## config.mk

```make
export PLATFORM = sky130hd
export DESIGN_NAME = cnn_layer_sched
export DESIGN_NICKNAME = d
export VERILOG_FILES = /design/src/rtl/cnn_sched_pkg.sv /design/src/rtl/sched_wdog.sv /design/src/rtl/cnn_layer_sched.sv
export SDC_FILE = /design/constraint.sdc
export NUM_CORES = 1
export LEC_CHECK = 0
export BUFFER_PORTS_ARGS = -buffer_cell sky130_fd_sc_hd__buf_2
export CELL_PAD_IN_SITES_DETAIL_PLACEMENT = 0
export CELL_PAD_IN_SITES_GLOBAL_PLACEMENT = 1
export CORE_MARGIN = 3
export CORE_UTILIZATION = 30
export CTS_CLUSTER_DIAMETER = 200
export DETAILED_ROUTE_END_ITERATION = 8
export PLACE_DENSITY_LB_ADDON = 0.1
export SYNTH_ARGS = -nofsm -noshare
export SYNTH_HDL_FRONTEND = slang
export SYNTH_SLANG_ARGS = --single-unit
```

## constraint.sdc

```tcl
create_clock -name clk -period 4.5 [get_ports clk]
set_input_delay 0.9 -clock clk [delete_from_list [all_inputs] [get_ports clk]]
set_output_delay 0.9 -clock clk [all_outputs]
set_load 0.1 [all_outputs]
```

## src/rtl/cnn_sched_pkg.sv

```systemverilog
// cnn_sched_pkg: shared types, defaults and helpers for the CNN layer sequencer.
//   sched_state_e  - sequencer FSM states (explicit 3-bit encoding)
//   sel_t          - result of the enabled-layer search (found flag + index)
//   next_enabled() - lowest enabled layer at or above a starting index
package cnn_sched_pkg;

  localparam int MAX_LAYERS    = 8;
  localparam int DRAIN_CYC_DEF = 3;
  localparam int WDOG_W_DEF    = 16;

  typedef enum logic [2:0] {
    ST_IDLE  = 3'd0,
    ST_SEL   = 3'd1,
    ST_RUN   = 3'd2,
    ST_DRAIN = 3'd3,
    ST_FIN   = 3'd4
  } sched_state_e;

  typedef struct packed {
    logic       found;
    logic [2:0] idx;
  } sel_t;

  // Scan from the top down so the last hit kept is the lowest enabled index >= idx.
  function automatic sel_t next_enabled(input logic [MAX_LAYERS-1:0] mask,
                                        input logic [2:0]            idx);
    sel_t r;
    r.found = 1'b0;
    r.idx   = idx;
    for (int i = MAX_LAYERS - 1; i >= 0; i--) begin
      if (mask[i] && (3'(i) >= idx)) begin
        r.found = 1'b1;
        r.idx   = 3'(i);
      end
    end
    return r;
  endfunction

endpackage

```

## src/rtl/sched_wdog.sv

```systemverilog
// sched_wdog: per-layer watchdog, a loadable saturating up-counter.
//   clk, rstn   - clock, asynchronous active-low reset
//   clr_i       - synchronous clear to zero (highest priority)
//   load_i      - synchronous load of load_val_i
//   en_i        - count enable
//   lim_i       - limit; zero disables expiry
//   expired_o   - high in the counting cycle in which the count reaches lim_i
module sched_wdog
  import cnn_sched_pkg::*;
#(
  parameter int W = WDOG_W_DEF
) (
  input  logic         clk,
  input  logic         rstn,
  input  logic         clr_i,
  input  logic         load_i,
  input  logic [W-1:0] load_val_i,
  input  logic         en_i,
  input  logic [W-1:0] lim_i,
  output logic         expired_o
);

  logic [W-1:0] cnt_q;
  logic [W-1:0] cntInc;

  // Saturating increment: once the counter is all-ones it stays there, so a
  // stuck layer can never wrap around and hide from the limit compare.
  always_comb begin
    cntInc = (cnt_q == '1) ? cnt_q : cnt_q + 1'b1;
  end

  // Expiry looks at the post-increment value so that a limit of N gives
  // exactly N enabled cycles before the timeout is reported.
  always_comb begin
    expired_o = en_i && (lim_i != '0) && (cntInc >= lim_i);
  end

  always_ff @(posedge clk or negedge rstn) begin
    if (!rstn) begin
      cnt_q <= '0;
    end else if (clr_i) begin
      cnt_q <= '0;
    end else if (load_i) begin
      cnt_q <= load_val_i;
    end else if (en_i) begin
      cnt_q <= cntInc;
    end
  end

endmodule

```

## src/rtl/cnn_layer_sched.sv

```systemverilog
// cnn_layer_sched: top-level layer sequencer for the CNN accelerator.
// Runs the enabled layer controllers one after another, holding each one's
// level-sensitive valid until its done, draining between layers and toggling
// the ping-pong feature-buffer select.
//   clk, rstn      - clock, asynchronous active-low reset
//   start_i        - one-cycle start pulse (ignored while busy)
//   abort_i        - synchronous abort request (ignored when idle)
//   layer_en_i     - per-layer enable mask, disabled layers are skipped
//   wdog_lim_i     - per-layer watchdog limit in cycles, 0 disables
//   layer_done_i   - per-layer done, pulse or level
//   layer_valid_o  - one-hot (or zero) valid to the layer controllers
//   buf_sel_o      - active layer reads bank buf_sel_o, writes ~buf_sel_o
//   cur_layer_o    - index of the active (or last) layer
//   busy_o         - high from accepted start until completion
//   irq_o, err_o   - sticky completion interrupt / timeout-or-abort flag
//   irq_clr_i      - clears irq_o and err_o
module cnn_layer_sched
  import cnn_sched_pkg::*;
#(
  parameter int NUM_LAYERS = 4,
  parameter int DRAIN_CYC  = DRAIN_CYC_DEF,
  parameter int WDOG_W     = WDOG_W_DEF
) (
  input  logic                  clk,
  input  logic                  rstn,
  input  logic                  start_i,
  input  logic                  abort_i,
  input  logic [NUM_LAYERS-1:0] layer_en_i,
  input  logic [WDOG_W-1:0]     wdog_lim_i,
  input  logic [NUM_LAYERS-1:0] layer_done_i,
  output logic [NUM_LAYERS-1:0] layer_valid_o,
  output logic                  buf_sel_o,
  output logic [2:0]            cur_layer_o,
  output logic                  busy_o,
  output logic                  irq_o,
  input  logic                  irq_clr_i,
  output logic                  err_o
);

  // The SEL cycle also keeps valid low, so DRAIN itself only needs
  // DRAIN_CYC-1 cycles for valid to be low DRAIN_CYC cycles between layers.
  localparam int DCW = (DRAIN_CYC > 1) ? $clog2(DRAIN_CYC) : 1;

  sched_state_e          state_q, state_d;
  logic [2:0]            idx_q, idx_d;
  logic [NUM_LAYERS-1:0] valid_q, valid_d;
  logic                  bufSel_q, bufSel_d;
  logic                  busy_q, busy_d;
  logic                  irq_q, irq_d;
  logic                  err_q, err_d;
  logic [DCW-1:0]        drainCnt_q, drainCnt_d;

  logic [MAX_LAYERS-1:0] en8;
  logic [MAX_LAYERS-1:0] done8;
  sel_t                  sel;
  logic                  wdClr, wdEn, wdExpired;
  logic                  drainLast;
  logic                  abortAct;

  // Widen the per-layer vectors to the package's fixed 8-lane view.
  always_comb begin
    en8                     = '0;
    en8[NUM_LAYERS-1:0]     = layer_en_i;
    done8                   = '0;
    done8[NUM_LAYERS-1:0]   = layer_done_i;
    sel                     = next_enabled(en8, idx_q);
  end

  sched_wdog #(.W(WDOG_W)) u_wdog (
    .clk        (clk),
    .rstn       (rstn),
    .clr_i      (wdClr),
    .load_i     (1'b0),
    .load_val_i ('0),
    .en_i       (wdEn),
    .lim_i      (wdog_lim_i),
    .expired_o  (wdExpired)
  );

  // Next-state logic. The per-state case handles the normal flow; the
  // end-of-drain step and the abort override are applied afterwards so that
  // abort outranks a same-cycle done, timeout or drain completion. Abort is
  // not honoured in FIN because that cycle is already finishing.
  always_comb begin
    state_d    = state_q;
    idx_d      = idx_q;
    valid_d    = valid_q;
    bufSel_d   = bufSel_q;
    busy_d     = busy_q;
    irq_d      = irq_q;
    err_d      = err_q;
    drainCnt_d = drainCnt_q;
    wdClr      = 1'b0;
    wdEn       = 1'b0;
    drainLast  = 1'b0;
    abortAct   = abort_i && ((state_q == ST_SEL) || (state_q == ST_RUN) ||
                             (state_q == ST_DRAIN));

    if (irq_clr_i) begin
      irq_d = 1'b0;
      err_d = 1'b0;
    end

    case (state_q)
      ST_IDLE: begin
        if (start_i) begin
          busy_d   = 1'b1;
          bufSel_d = 1'b0;
          idx_d    = 3'd0;
          state_d  = (en8 != '0) ? ST_SEL : ST_FIN;
        end
      end
      ST_SEL: begin
        if (sel.found) begin
          idx_d   = sel.idx;
          valid_d = (NUM_LAYERS)'(1) << sel.idx;
          wdClr   = 1'b1;
          state_d = ST_RUN;
        end else begin
          state_d = ST_FIN;
        end
      end
      ST_RUN: begin
        wdEn = 1'b1;
        if (done8[idx_q]) begin
          valid_d    = '0;
          drainCnt_d = '0;
          if (DRAIN_CYC == 1) begin
            drainLast = 1'b1;
          end else begin
            state_d = ST_DRAIN;
          end
        end else if (wdExpired) begin
          valid_d = '0;
          err_d   = 1'b1;
          state_d = ST_FIN;
        end
      end
      ST_DRAIN: begin
        if (drainCnt_q == DCW'(DRAIN_CYC - 2)) begin
          drainLast = 1'b1;
        end else begin
          drainCnt_d = drainCnt_q + 1'b1;
        end
      end
      ST_FIN: begin
        busy_d  = 1'b0;
        irq_d   = 1'b1;
        state_d = ST_IDLE;
      end
      default: begin
        state_d = ST_IDLE;
      end
    endcase

    if (abortAct) begin
      valid_d = '0;
      err_d   = 1'b1;
      state_d = ST_FIN;
    end else if (drainLast) begin
      if (idx_q == 3'(NUM_LAYERS - 1)) begin
        state_d = ST_FIN;
      end else begin
        bufSel_d = ~bufSel_q;
        idx_d    = idx_q + 3'd1;
        state_d  = ST_SEL;
      end
    end
  end

  // All sequencer state; reset drops valid immediately without a drain.
  always_ff @(posedge clk or negedge rstn) begin
    if (!rstn) begin
      state_q    <= ST_IDLE;
      idx_q      <= '0;
      valid_q    <= '0;
      bufSel_q   <= 1'b0;
      busy_q     <= 1'b0;
      irq_q      <= 1'b0;
      err_q      <= 1'b0;
      drainCnt_q <= '0;
    end else begin
      state_q    <= state_d;
      idx_q      <= idx_d;
      valid_q    <= valid_d;
      bufSel_q   <= bufSel_d;
      busy_q     <= busy_d;
      irq_q      <= irq_d;
      err_q      <= err_d;
      drainCnt_q <= drainCnt_d;
    end
  end

  assign layer_valid_o = valid_q;
  assign buf_sel_o     = bufSel_q;
  assign cur_layer_o   = idx_q;
  assign busy_o        = busy_q;
  assign irq_o         = irq_q;
  assign err_o         = err_q;

endmodule

```

==> flow_summary.toml <==
[outcome]
status = "finished, final reports clean"

[global_routing]
antenna_found_initial = 0
grt_max_degree = 33
grt_overflow = 0
grtUsageTotal = 0.139
grt_pass1_vias = 2198
grt_first_pass_wirelength_mm = 11.2

[cts]
cts_setup_buffers = 0
holdBufCountCts = 0
clock_latency_ps = 280
htree_levels = 2
cts_root_buf = "clkbuf_8"
clkTransAtPathRegs_ps = 70
cts_resized = 0
cts_buffers = 5
cts_max_path_buffers = 2
cts.sinks = 32
cts_tree = "built"

[worst_setup_path]
cp_cell_sequence = "and4_1 > nand4_2 > nor2b_1 > and3_1 > a21boi_1 > o21ai_0 > ha_1 > nand4_2 > or4_1 > or4_4 > a31oi_4 > a21oi_4 > mux2_4"
worst-path-buf-inv = 0
end_kind = "flop"
crit_fanout = 10
crit_cells = 13
start_kind = "flop"
cp.required_ps = 4660
critical-path-max-stage-delay_ps = 550
crit_type = "flop to flop"
cp_top_family = "simple AND/OR/NAND/NOR gates"
reg2reg_depth = 13
critPathSlowestCell = "or4_1"
critPathArrivalTime_ps = 4230
r2r_setup_slack_ps = 430
path_common_cell = "nand4_2"

[sta]
slew_violations = 0
fin_skew_ps = 4.79
finalSetupViolations = 0
finalCriticalPeriod_ps = 4070
min_period_over_period = 0.905
tns_ps = 0
worst_slack_ps = 428
rsz0062_at_grt = "no"
hold_viol_final = 0
slew_headroom = 0.495
holdWs_ps = 500
fmax_mhz = 246
tightest_slew_ps = 758

[yosys]
synth.distinct_cells = 56
ys_ff_latch = 32
synth_edf_count = 0
async_flop_share = 1.00
synthFlopType = "dfrtp_1"
synthMostInstantiatedCell = "dfrtp_1"
ys_top_cells_by_area = "dfrtp_1 (30%), ha_1 (9.9%), a21oi_1 (5.5%), o21ai_0 (3.8%), inv_1 (3.7%)"
netlist.top_cell.by_area = "dfrtp_1"
yosysSeqAreaShare = 0.302
netlist_area_um2 = 2660
syn_inst = 322
syn_nets = 372
yosys_warnings = 0
syn_area_per_cell_um2 = 8.25
synthTopCellsByCount = "dfrtp_1 (32), a21oi_1 (29), inv_1 (26), nand2_1 (26), nor2_1 (25)"
synth_top_area_frac = 0.302

[detailed_routing]
drtPass1Iterations = 4
vias = 2388
vias_per_cell = 5.15
ant_nets = 0
drc_errors = 0
first_iter_violations = 77
routedWlPerCell_um = 14.6
drt-total-wl_mm = 6.78

[cells_and_area]
area_growth_syn_to_layout_pct = 14.5
drive_above_1_share = 0.173
fin_nets = 408
n_antenna_cell = 0
seqCellArea_um2 = 801
utilization = 0.361
multiInputGateArea_um2 = 1710
finalNonFillerCells = 464
final_area_um2 = 3040
fill_cells = 924

[floorplan]
dieArea_um2 = 10000
ios = 40
num_rows = 33
start_util = 0.315
core_um2 = 8420
die_x_um = 100
fp.dieH_um = 100

[min_path]
hold_class = "flop to flop"
hold_depth = 1

[placed_design]
place.gp.congestion = 0.796
port_buffers = 39
place_hpwl_mm = 5.30
place_area_um2 = 2950
place_inst = 456
pre_cts_ws_ps = 424

[power]
vdd_ir_drop_max_v = 0.000352
power.density_nw_per_um2 = 516
finalPower_mw = 1.57
p_leak_nw = 1.41

[run]
cap_viol_max_count = 0
## logic make-up (layout without fill, tap and decap cells)
group                    Yosys count  after routing  synth area share
AO/OA/AOI/OAI                     95             95             0.234
buffers and inverters             38             75            0.0547
XOR/XNOR                          11             11            0.0363
adder cells (fa/ha/maj)           21             21            0.0990
flip-flops                        32             32             0.302
AND/OR/NAND/NOR                  118            118             0.238
multiplexers                       7              7            0.0372
## registers in the layout (all words and copies together) (netlist names)
signal	flops
busy_o	1
drainCnt_q	2
state_q	3
u_wdog.cnt_q	16
buf_sel_o	1
cur_layer_o	3
err_o	1
irq_o	1
layer_valid_o	4
## metal layers
metal  vias to the layer above  global-route usage  part of all wire
met5                         -                   0                 0
li1                       1238                   -                 -
met2                        29               0.198              0.43
met3                         2              0.0250             0.036
met1                      1119               0.222              0.53
met4                         0              0.0218            0.0038
## cells in the final DEF (no fill, tap or decap), drive strengths merged, types with 9 or more instances in the layout
master / synthesis / layout
buf: 3 / 41
dfrtp: 32 / 32
a21oi: 30 / 30
nand2: 27 / 27
inv: 26 / 26
nor2: 26 / 26
o21ai: 25 / 25
ha: 21 / 21
nand3: 12 / 12
nor3: 9 / 9
## power breakdown
part / leakage (nW) / internal (mW) / switching, mW
Sequential: 0.428 / 0.370 / 0.126
Clock: 0.0455 / 0.125 / 0.106
Combinational: 0.937 / 0.273 / 0.569
## cell type report
class	instances	share of cell area
multi-input cells	252	0.562
flip-flops and latches	32	0.263
repair buffers	41	0.0692
well taps	105	0.0432
inverters	26	0.0321
clock buffers	8	0.0296
## final timing paths
check | endpoint | startpoint
hold reg to reg | buf_sel_o$_DFF_PN0_ | buf_sel_o$_DFF_PN0_
setup reg to reg | layer_valid_o[1]$_DFFE_PN0P_ | u_wdog.cnt_q[4]$_DFFE_PN0P_
min in group asynchronous | u_wdog.cnt_q[15]$_DFFE_PN0P_ | rstn
max in group asynchronous | u_wdog.cnt_q[13]$_DFFE_PN0P_ | rstn
setup / recovery | layer_valid_o[1]$_DFFE_PN0P_ | u_wdog.cnt_q[4]$_DFFE_PN0P_
hold / removal | buf_sel_o$_DFF_PN0_ | buf_sel_o$_DFF_PN0_
## worst reg2reg max path: stages (launching register included)
cell and delay [ps]:
dfrtp_1 500, and4_1 320, nand4_2 210, nor2b_1 320
and3_1 240, a21boi_1 200, o21ai_0 110, ha_1 310
nand4_2 120, or4_1 550, or4_4 440, a31oi_4 230
a21oi_4 90, mux2_4 310
Power figures use the tool's default switching activity.
